<file path="config.mk">
export PLATFORM = sky130hd
export DESIGN_NAME = fetch_unit_flat
export DESIGN_NICKNAME = d
export VERILOG_FILES = /design/src/rtl/fetch_unit_pkg.sv /design/src/rtl/fetch_unit_if.sv /design/src/rtl/fetch_pc.sv /design/src/rtl/fetch_unit.sv /design/src/flat_wrapper.sv
export SDC_FILE = /design/constraint.sdc
export NUM_CORES = 1
export LEC_CHECK = 0
export BUFFER_PORTS_ARGS = -buffer_cell sky130_fd_sc_hd__buf_2
export CELL_PAD_IN_SITES_DETAIL_PLACEMENT = 1
export CELL_PAD_IN_SITES_GLOBAL_PLACEMENT = 2
export CORE_MARGIN = 4
export CORE_UTILIZATION = 26
export DETAILED_ROUTE_END_ITERATION = 12
export PLACE_DENSITY = 0.76
export SYNTH_ARGS = -nofsm -noshare
export SYNTH_HDL_FRONTEND = slang
export SYNTH_SLANG_ARGS = --single-unit
</file>
<file path="constraint.sdc">
create_clock -name clk -period 1.8 [get_ports clk]
set_clock_uncertainty 0.15 [all_clocks]
set_input_delay 0.18 -clock clk [delete_from_list [all_inputs] [get_ports clk]]
set_output_delay 0.18 -clock clk [all_outputs]
set_load 0.01 [all_outputs]
</file>
<file path="src/rtl/fetch_unit_pkg.sv">
// Shared definitions for the instruction fetch stage: FSM states, the next-pc
// codes produced by the control unit, and the pc register's command encoding.
package fetch_unit_pkg;

  typedef enum logic [1:0] {
    FU_IDLE  = 2'd0,
    FU_FETCH = 2'd1,
    FU_EXEC  = 2'd2,
    FU_HALT  = 2'd3
  } fu_state_e;

  // Codes 3..7 are reserved and decode as PC_NEXT.
  localparam logic [2:0] PC_NEXT = 3'd0;
  localparam logic [2:0] PC_JUMP = 3'd1;
  localparam logic [2:0] PC_HALT = 3'd2;

  typedef enum logic [1:0] {
    PCOP_HOLD    = 2'd0,
    PCOP_INC     = 2'd1,
    PCOP_LOAD    = 2'd2,
    PCOP_RESTART = 2'd3
  } pc_op_e;

endpackage

</file>
<file path="src/rtl/fetch_unit_if.sv">
// Memory read port plus the instruction/decision exchange with the control unit.
// master = fetch unit side, slave = memory / control unit side.
interface fetch_unit_if #(
  parameter int AW = 5,
  parameter int DW = 8
);

  logic          mem_req;
  logic [AW-1:0] mem_addr;
  logic [DW-1:0] mem_rdata;
  logic          mem_rvalid;
  logic [DW-1:0] op;
  logic          op_valid;
  logic [2:0]    pc_sel;

  modport master (
    output mem_req, mem_addr, op, op_valid,
    input  mem_rdata, mem_rvalid, pc_sel
  );

  modport slave (
    input  mem_req, mem_addr, op, op_valid,
    output mem_rdata, mem_rvalid, pc_sel
  );

endinterface

</file>
<file path="src/rtl/fetch_pc.sv">
// Program counter register: hold, increment with natural 2^AW wrap, load a
// jump target, or restart at RESET_PC.
module fetch_pc
  import fetch_unit_pkg::*;
#(
  parameter int AW       = 5,
  parameter int RESET_PC = 0
) (
  input  logic          clk,
  input  logic          rst_n,
  input  pc_op_e        i_op,
  input  logic [AW-1:0] i_load_val,
  output logic [AW-1:0] o_pc
);

  localparam logic [AW-1:0] PC_INIT = AW'(RESET_PC);

  logic [AW-1:0] r_pc;

  always_ff @(posedge clk or negedge rst_n) begin
    if (!rst_n) begin
      r_pc <= PC_INIT;
    end else begin
      unique case (i_op)
        PCOP_INC:     r_pc <= r_pc + AW'(1);
        PCOP_LOAD:    r_pc <= i_load_val;
        PCOP_RESTART: r_pc <= PC_INIT;
        default:      r_pc <= r_pc;
      endcase
    end
  end

  assign o_pc = r_pc;

endmodule

</file>
<file path="src/rtl/fetch_unit.sv">
// Instruction fetch stage: IDLE/FETCH/EXEC/HALT sequencing, instruction register
// and req/valid memory handshake; pc storage lives in fetch_pc.
module fetch_unit
  import fetch_unit_pkg::*;
#(
  parameter int AW       = 5,
  parameter int DW       = 8,
  parameter int RESET_PC = 0
) (
  input  logic          clk,
  input  logic          rst_n,
  input  logic          start,
  fetch_unit_if.master  bus,
  output logic [AW-1:0] pc,
  output logic          halted,
  output logic          busy
);

  fu_state_e     r_state;
  fu_state_e     w_state_nxt;
  logic          r_mem_req;
  logic          w_mem_req_nxt;
  logic [DW-1:0] r_op;
  logic          w_op_load;
  pc_op_e        w_pc_op;
  logic [AW-1:0] w_pc;

  fetch_pc #(
    .AW       (AW),
    .RESET_PC (RESET_PC)
  ) u_pc (
    .clk        (clk),
    .rst_n      (rst_n),
    .i_op       (w_pc_op),
    .i_load_val (r_op[AW-1:0]),
    .o_pc       (w_pc)
  );

  always_ff @(posedge clk or negedge rst_n) begin
    if (!rst_n) begin
      r_state   <= FU_IDLE;
      r_mem_req <= 1'b0;
    end else begin
      r_state   <= w_state_nxt;
      r_mem_req <= w_mem_req_nxt;
    end
  end

  // op is written only on an accepted read; it stays put through EXEC and HALT.
  always_ff @(posedge clk or negedge rst_n) begin
    if (!rst_n) begin
      r_op <= '0;
    end else if (w_op_load) begin
      r_op <= bus.mem_rdata;
    end
  end

  always_comb begin
    w_state_nxt   = r_state;
    w_mem_req_nxt = r_mem_req;
    w_op_load     = 1'b0;
    w_pc_op       = PCOP_HOLD;
    unique case (r_state)
      FU_IDLE, FU_HALT: begin
        if (start) begin
          w_state_nxt   = FU_FETCH;
          w_mem_req_nxt = 1'b1;
          w_pc_op       = PCOP_RESTART;
        end
      end
      FU_FETCH: begin
        if (bus.mem_rvalid && r_mem_req) begin
          w_op_load     = 1'b1;
          w_state_nxt   = FU_EXEC;
          w_mem_req_nxt = 1'b0;
        end
      end
      FU_EXEC: begin
        // mem_req is raised here so the next fetch address is registered with pc.
        unique case (bus.pc_sel)
          PC_JUMP: begin
            w_pc_op       = PCOP_LOAD;
            w_state_nxt   = FU_FETCH;
            w_mem_req_nxt = 1'b1;
          end
          PC_HALT: begin
            w_state_nxt   = FU_HALT;
          end
          default: begin
            w_pc_op       = PCOP_INC;
            w_state_nxt   = FU_FETCH;
            w_mem_req_nxt = 1'b1;
          end
        endcase
      end
      default: begin
        w_state_nxt   = FU_IDLE;
        w_mem_req_nxt = 1'b0;
      end
    endcase
  end

  assign bus.mem_req  = r_mem_req;
  assign bus.mem_addr = w_pc;
  assign bus.op       = r_op;
  assign bus.op_valid = (r_state == FU_EXEC);
  assign pc           = w_pc;
  assign halted       = (r_state == FU_HALT);
  assign busy         = (r_state == FU_FETCH) || (r_state == FU_EXEC);

endmodule

</file>
<file path="src/flat_wrapper.sv">
// flat-port wrapper written by rule: the top's interface ports become plain ports
module fetch_unit_flat import fetch_unit_pkg::*;
#(
  parameter int AW       = 5,
  parameter int DW       = 8,
  parameter int RESET_PC = 0
)
  (clk, rst_n, start, pc, halted, busy, bus_mem_req, bus_mem_addr, bus_op, bus_op_valid, bus_mem_rdata, bus_mem_rvalid, bus_pc_sel);
  fetch_unit_if #(.AW(AW), .DW(DW)) bus_i ();
  input  logic clk;
  input  logic rst_n;
  input  logic start;
  output logic [AW-1:0] pc;
  output logic halted;
  output logic busy;
  output wire logic [$bits(bus_i.mem_req)-1:0] bus_mem_req;
  output wire logic [$bits(bus_i.mem_addr)-1:0] bus_mem_addr;
  output wire logic [$bits(bus_i.op)-1:0] bus_op;
  output wire logic [$bits(bus_i.op_valid)-1:0] bus_op_valid;
  input wire logic [$bits(bus_i.mem_rdata)-1:0] bus_mem_rdata;
  input wire logic [$bits(bus_i.mem_rvalid)-1:0] bus_mem_rvalid;
  input wire logic [$bits(bus_i.pc_sel)-1:0] bus_pc_sel;
  assign bus_mem_req = bus_i.mem_req;
  assign bus_mem_addr = bus_i.mem_addr;
  assign bus_op = bus_i.op;
  assign bus_op_valid = bus_i.op_valid;
  assign bus_i.mem_rdata = bus_mem_rdata;
  assign bus_i.mem_rvalid = bus_mem_rvalid;
  assign bus_i.pc_sel = bus_pc_sel;
  fetch_unit #(.AW(AW), .DW(DW), .RESET_PC(RESET_PC)) u_core (.clk(clk), .rst_n(rst_n), .start(start), .bus(bus_i), .pc(pc), .halted(halted), .busy(busy));
endmodule
</file>
---- Word-level counts from Yosys, hierarchy flattened ----
Index checks and enable logic that the tools add are counted.
Widths: inputs -> output; s select.
cells by class
  $add $sub $neg .......................... 1
  eq/ne operators ......................... 11
  muxes and demuxes ....................... 14
  reductions and logical operators ........ 7
operator list
  cell                 number
  $pmux 5 s3           1
  $eq 2x2->1 const B   4
  $mux 2               4
  $pmux 2 s2           2
  $pmux 2 s3           1
  $add 5x1->5 const B  1
  $mux 1               5
  $eq 2x1->1 const B   2
  $ne 2x2->1 const B   2
  $eq 3x1->1 const B   1
  $eq 3x2->1 const B   1
  $pmux 1 s3           1
  $reduce_and 3->1     1
  $reduce_bool 3->1    1
  $logic_not 2->1      1
  $ne 2x1->1 const B   1
  $reduce_and 2->1     1
  $reduce_or 2->1      1
  $logic_and 1x1->1    1
  $logic_or 1x1->1     1
storage, ports and cells
  bits in registers ....................... 16
  word-level logic and storage cells ...... 37

---- Longest topological paths before layout ----
  word-level depth ........................ 5
  gate-level depth with buffers ........... 7

---- Cells and area by module ----
A second synthesis with hierarchy kept.
unflattened totals
  cell total of the unflattened synthesis .. 77
  area, all modules ....................... 893.4 um^2
modules (own cells, without submodules)
  module      instances  cells each  area an instance (um^2)  sequential area each (um^2)
  fetch_unit  1          50          606.8                    275.3
  fetch_pc    1          27          286.5                    125.1

---- Worst setup path after synthesis ----
No wires, ideal clock.
  path type ............................... register to register
  start ................................... reg u_core.r_state[0]
  end ..................................... reg u_core.u_pc.r_pc[3] (netlist: u_core.u_pc.o_pc[3])
  library setup time ...................... 121 ps
  data arrival time ....................... 1544 ps
  data required time ...................... 1529 ps
  slack ................................... -15 ps
  stages on the path, launching flop included .. 7
  path buffers ............................ 0
  cell sequence ........................... dfrtp_1 -> inv_1 -> ha_1 -> nand4bb_4 -> a21oi_1 -> o2bb2ai_1 -> a22o_2
RTL lines
  item                                                    line                text
  start, declared                                         fetch_unit.sv:19    fu_state_e r_state;
  start signal, assigned                                  fetch_unit.sv:44    r_state <= w_state_nxt;
  $eq 2x2->1 *                                            -
  via bus_op_valid                                        flat_wrapper.sv:19  output wire logic [$bits(bus_i.op_valid)-1:0] bus_op_valid;
  $pmux 2 s2 *                                            fetch_unit.sv:63    unique case (r_state)
  $eq 2x2->1 / $eq 2x1->1 (equally long branches)         fetch_pc.sv:24      unique case (i_op)
  $pmux 5 s3 / $reduce_bool 3->1 (equally long branches)  -
  end signal, assigned                                    fetch_pc.sv:25      PCOP_INC: r_pc <= r_pc + AW'(1);
  end signal, assigned                                    fetch_pc.sv:26      PCOP_LOAD: r_pc <= i_load_val;
  end signal, assigned                                    fetch_pc.sv:28      default: r_pc <= r_pc;
  end, declared                                           fetch_pc.sv:18      logic [AW-1:0] r_pc;
Mark *: on every way through the listed nets, which the timed path passes. The rest lies on a longest branch.
A chain may end at the register's enable or synchronous reset.

---- Worst setup path after layout ----
  start ................................... reg u_core.r_state[1]
  end ..................................... reg u_core.u_pc.r_pc[1] (netlist: u_core.u_pc.o_pc[1])
between the ends
  cells in the longest elaborated chain, start to end .. 5
RTL lines
  item                                                    line
  $eq 2x2->1 / $logic_not 2->1 (equally long branches)    fetch_unit.sv:63
  $reduce_or 2->1                                         fetch_unit.sv:63
  $pmux 2 s2 *                                            fetch_unit.sv:63
  $eq 2x2->1 / $eq 2x1->1 (equally long branches)         fetch_pc.sv:24
  $pmux 5 s3 / $reduce_bool 3->1 (equally long branches)  -
Every way passes the cells marked *; elsewhere a longest branch is shown, timed or not.

==> flow_summary.json <==
{
  "status": "finished, final reports clean",
  "synth_top_family_by_area": "simple AND/OR/NAND/NOR gates",
  "die_h_um": 68.3,
  "synth-xor-area-share_pct": 0,
  "antenna_found_initial": 0,
  "overflow": 0,
  "synth_nets": 106,
  "cts_buffers": 3,
  "path_clk_slew_ns": 0.11,
  "drv_slew": 0,
  "drt_wl_total_um": 2730,
  "grt_max_degree": 17,
  "hold_start": "bus_mem_rvalid",
  "nets": 158,
  "tightest_slew_ns": 0.383,
  "yosysTopAreaCell": "dfrtp_1",
  "instances_no_fill": 183,
  "synth_ff_type": "dfrtp_1",
  "cp-start-kind": "flip-flop",
  "synth-compound-area-share_pct": 16.3,
  "hold_end": "u_core.bus.mem_req",
  "io_pins": 37,
  "multiInputGateArea_sq_um": 532,
  "crit_start": "u_core.r_state[1]",
  "synthSimpleGateAreaFrac_pct": 17.1,
  "worstSetupEndpointType": "flip-flop",
  "portBuffers": 36,
  "start_util_pct": 27.7,
  "cts_root_buf": "clkbuf_4",
  "clk_latency_ns": 0.29,
  "ys_types": 30,
  "r2r_start": "u_core.r_state[1]",
  "fill_cells": 399,
  "tritoncts": "done",
  "cts.sinks": 16,
  "seq_area_sq_um": 402,
  "synth-seq-area-share_pct": 42.4,
  "synth_area_sq_um": 945,
  "finalCritPeriodShare_pct": 98.3,
  "grt_pass1_wl_um": 4370,
  "synth.top_cell.area_share_pct": 42.4,
  "post_drt_wl_per_cell_um": 14.9,
  "place_inst": 168,
  "setup-violations-final": 0,
  "hpwl_um": 2020,
  "power.density_mw_per_mm2": 476,
  "reg2reg_to": "u_core.u_pc.o_pc[1]",
  "maxCapViolCount": 0,
  "max_freq_ghz": 0.565,
  "drtIter0Drc": 14,
  "syn_inst": 86,
  "rrSetupSlack_ns": 0.03,
  "ant_nets": 0,
  "synth.area.top_cells": "dfrtp_1, mux2_2, ha_1",
  "fin_crit_ns": 1.77,
  "synth_area_per_cell_sq_um": 11.0,
  "ys_ff_latch": 16,
  "core_sq_mm": 0.00342,
  "die_width_um": 68.3,
  "min_path_type": "input port to flip-flop",
  "syn2layout_area_growth_pct": 45.7,
  "p_total_w": 0.000655,
  "n_antenna_cell": 0,
  "async_reset_ff_share_pct": 100,
  "arrival_ns": 1.80,
  "drt-vias-per-instance": 4.69,
  "dr.pass1.iters": 4,
  "vias": 858,
  "worstPathRequired_ns": 1.83,
  "worstPathMaxFanout": 5,
  "grt_pass1_vias": 918,
  "cts_max_path_buffers": 2,
  "reg2regPathDepth": 5,
  "synth.area.mux_share_pct": 11.1,
  "htree_levels": 1,
  "power.leakage_nw": 0.716,
  "hold_viol_final": 0,
  "ys.warnings.count": 0,
  "worstSetupPathType": "flip-flop to flip-flop",
  "gp_congestion": 0.796,
  "synth_edf_count": 0,
  "timing.slew.headroom_pct": 74.5,
  "drcViolationCount": 0,
  "irDropWorstVdd_mv": 0.216,
  "dieArea_sq_mm": 0.00466,
  "holdWs_ns": 0.0563,
  "final_core_util_pct": 40.3,
  "drive_gt1_share_pct": 51.8,
  "rows": 21,
  "synthAdderAreaFrac_pct": 6.62,
  "track_usage_pct": 12.5,
  "hold_depth": 3
}
## worst max-delay path by stage
stage / endpoint / slack [ns] / cells past startpoint
after floorplan: u_core.u_pc.o_pc[1] / 0.005 / 6
after CTS: u_core.u_pc.o_pc[1] / 0.01 / 4
after detailed placement: u_core.u_pc.o_pc[4] / -0.05 / 6
final: u_core.u_pc.o_pc[1] / 0.03 / 5
after global routing: u_core.u_pc.o_pc[1] / -0.02 / 7
after global placement: u_core.u_pc.o_pc[3] / -0.007 / 6
## synthesized netlist by cell type, types with 2 or more instances
library cell  number
mux2_2             8
buf_4              5
nand2_1            7
a22o_2             2
inv_1              5
o2bb2ai_1          2
nand3_1            3
o211ai_1           2
dfrtp_1           16
a21oi_1            5
nor3_1             2
ha_1               5
o21ai_0            3
a221o_1            2
nand2b_1           2
and3_1             3
## stage by stage
stage                     instance area, sq um  setup TNS, ns  setup WS (ns)
after global placement                    1190        -0.0142       -0.00731
after detailed placement                  1190         -0.309        -0.0464
final                                     1380              0         0.0304
after CTS                                 1350              0         0.0132
after floorplan                            948              0        0.00465
after global routing                      1380        -0.0389        -0.0217
## logic make-up after synthesis
group	after synthesis
buffers and inverters	11
and+or+nand+nor	25
muxes	9
adders and majority gates	5
AOI/OAI and AO/OA	20
DFF	16
## sequential cells by signal (all words and copies together), names as in the netlist
signal,count
u_core.bus.mem_req,1
u_core.r_state,2
u_core.bus.op,8
u_core.u_pc.o_pc,5
## area by class of cell
cell class | instances | area share (%)
Inverter | 5 | 1.36
Multi-Input combinational cell | 59 | 38.6
Tap cell | 46 | 4.18
Timing Repair Buffer | 53 | 24.0
Sequential cell | 16 | 29.2
Clock buffer | 4 | 2.64
## repair_timing
action | CTS | global route
hold endpoints to repair | 24 | 0
setup buffers | 2 | 0
resized for setup | 4 | 6
endpoints found under the setup margin | 11 | 5
hold buffers | 9 | 0
## cells in the final DEF (no fill, tap or decap), types with 2 or more instances in the layout
cell	netlist	routed
dfrtp_1	16	15
ha_1	5	3
nand3_1	3	2
a22o_2	2	2
dlygate4sd3_1	0	9
inv_1	5	4
buf_2	1	36
clkbuf_4	0	3
a221o_1	2	2
nand2_1	7	7
o2bb2ai_1	2	2
nand2b_1	2	2
a21oi_1	5	4
o21ai_0	3	3
buf_4	5	8
ha_4	0	2
and3_1	3	3
o211ai_1	2	2
mux2_2	8	8
## metal layers
metal	global-route usage, %	part of all wire, %	vias to the layer above
li1	-	-	409
met1	15.8	45	424
met2	21.3	50	21
met3	2.30	4.4	4
met4	3.72	0.99	0
met5	0	0	-
## critical path, stage by stage, from the launching register on
cell,delay (ns)
dfrtp_2,0.46
inv_2,0.10
ha_4,0.15
and2b_2,0.26
a22o_4,0.25
mux2_4,0.29
## power by group
part | leakage [nW] | internal (W) | switching (W)
logic | 0.483 | 0.0000280 | 0.0000200
registers | 0.212 | 0.000359 | 0
clock network | 0.0210 | 0.000123 | 0.000125
Note: power is estimated with default switching activity, not from simulation.
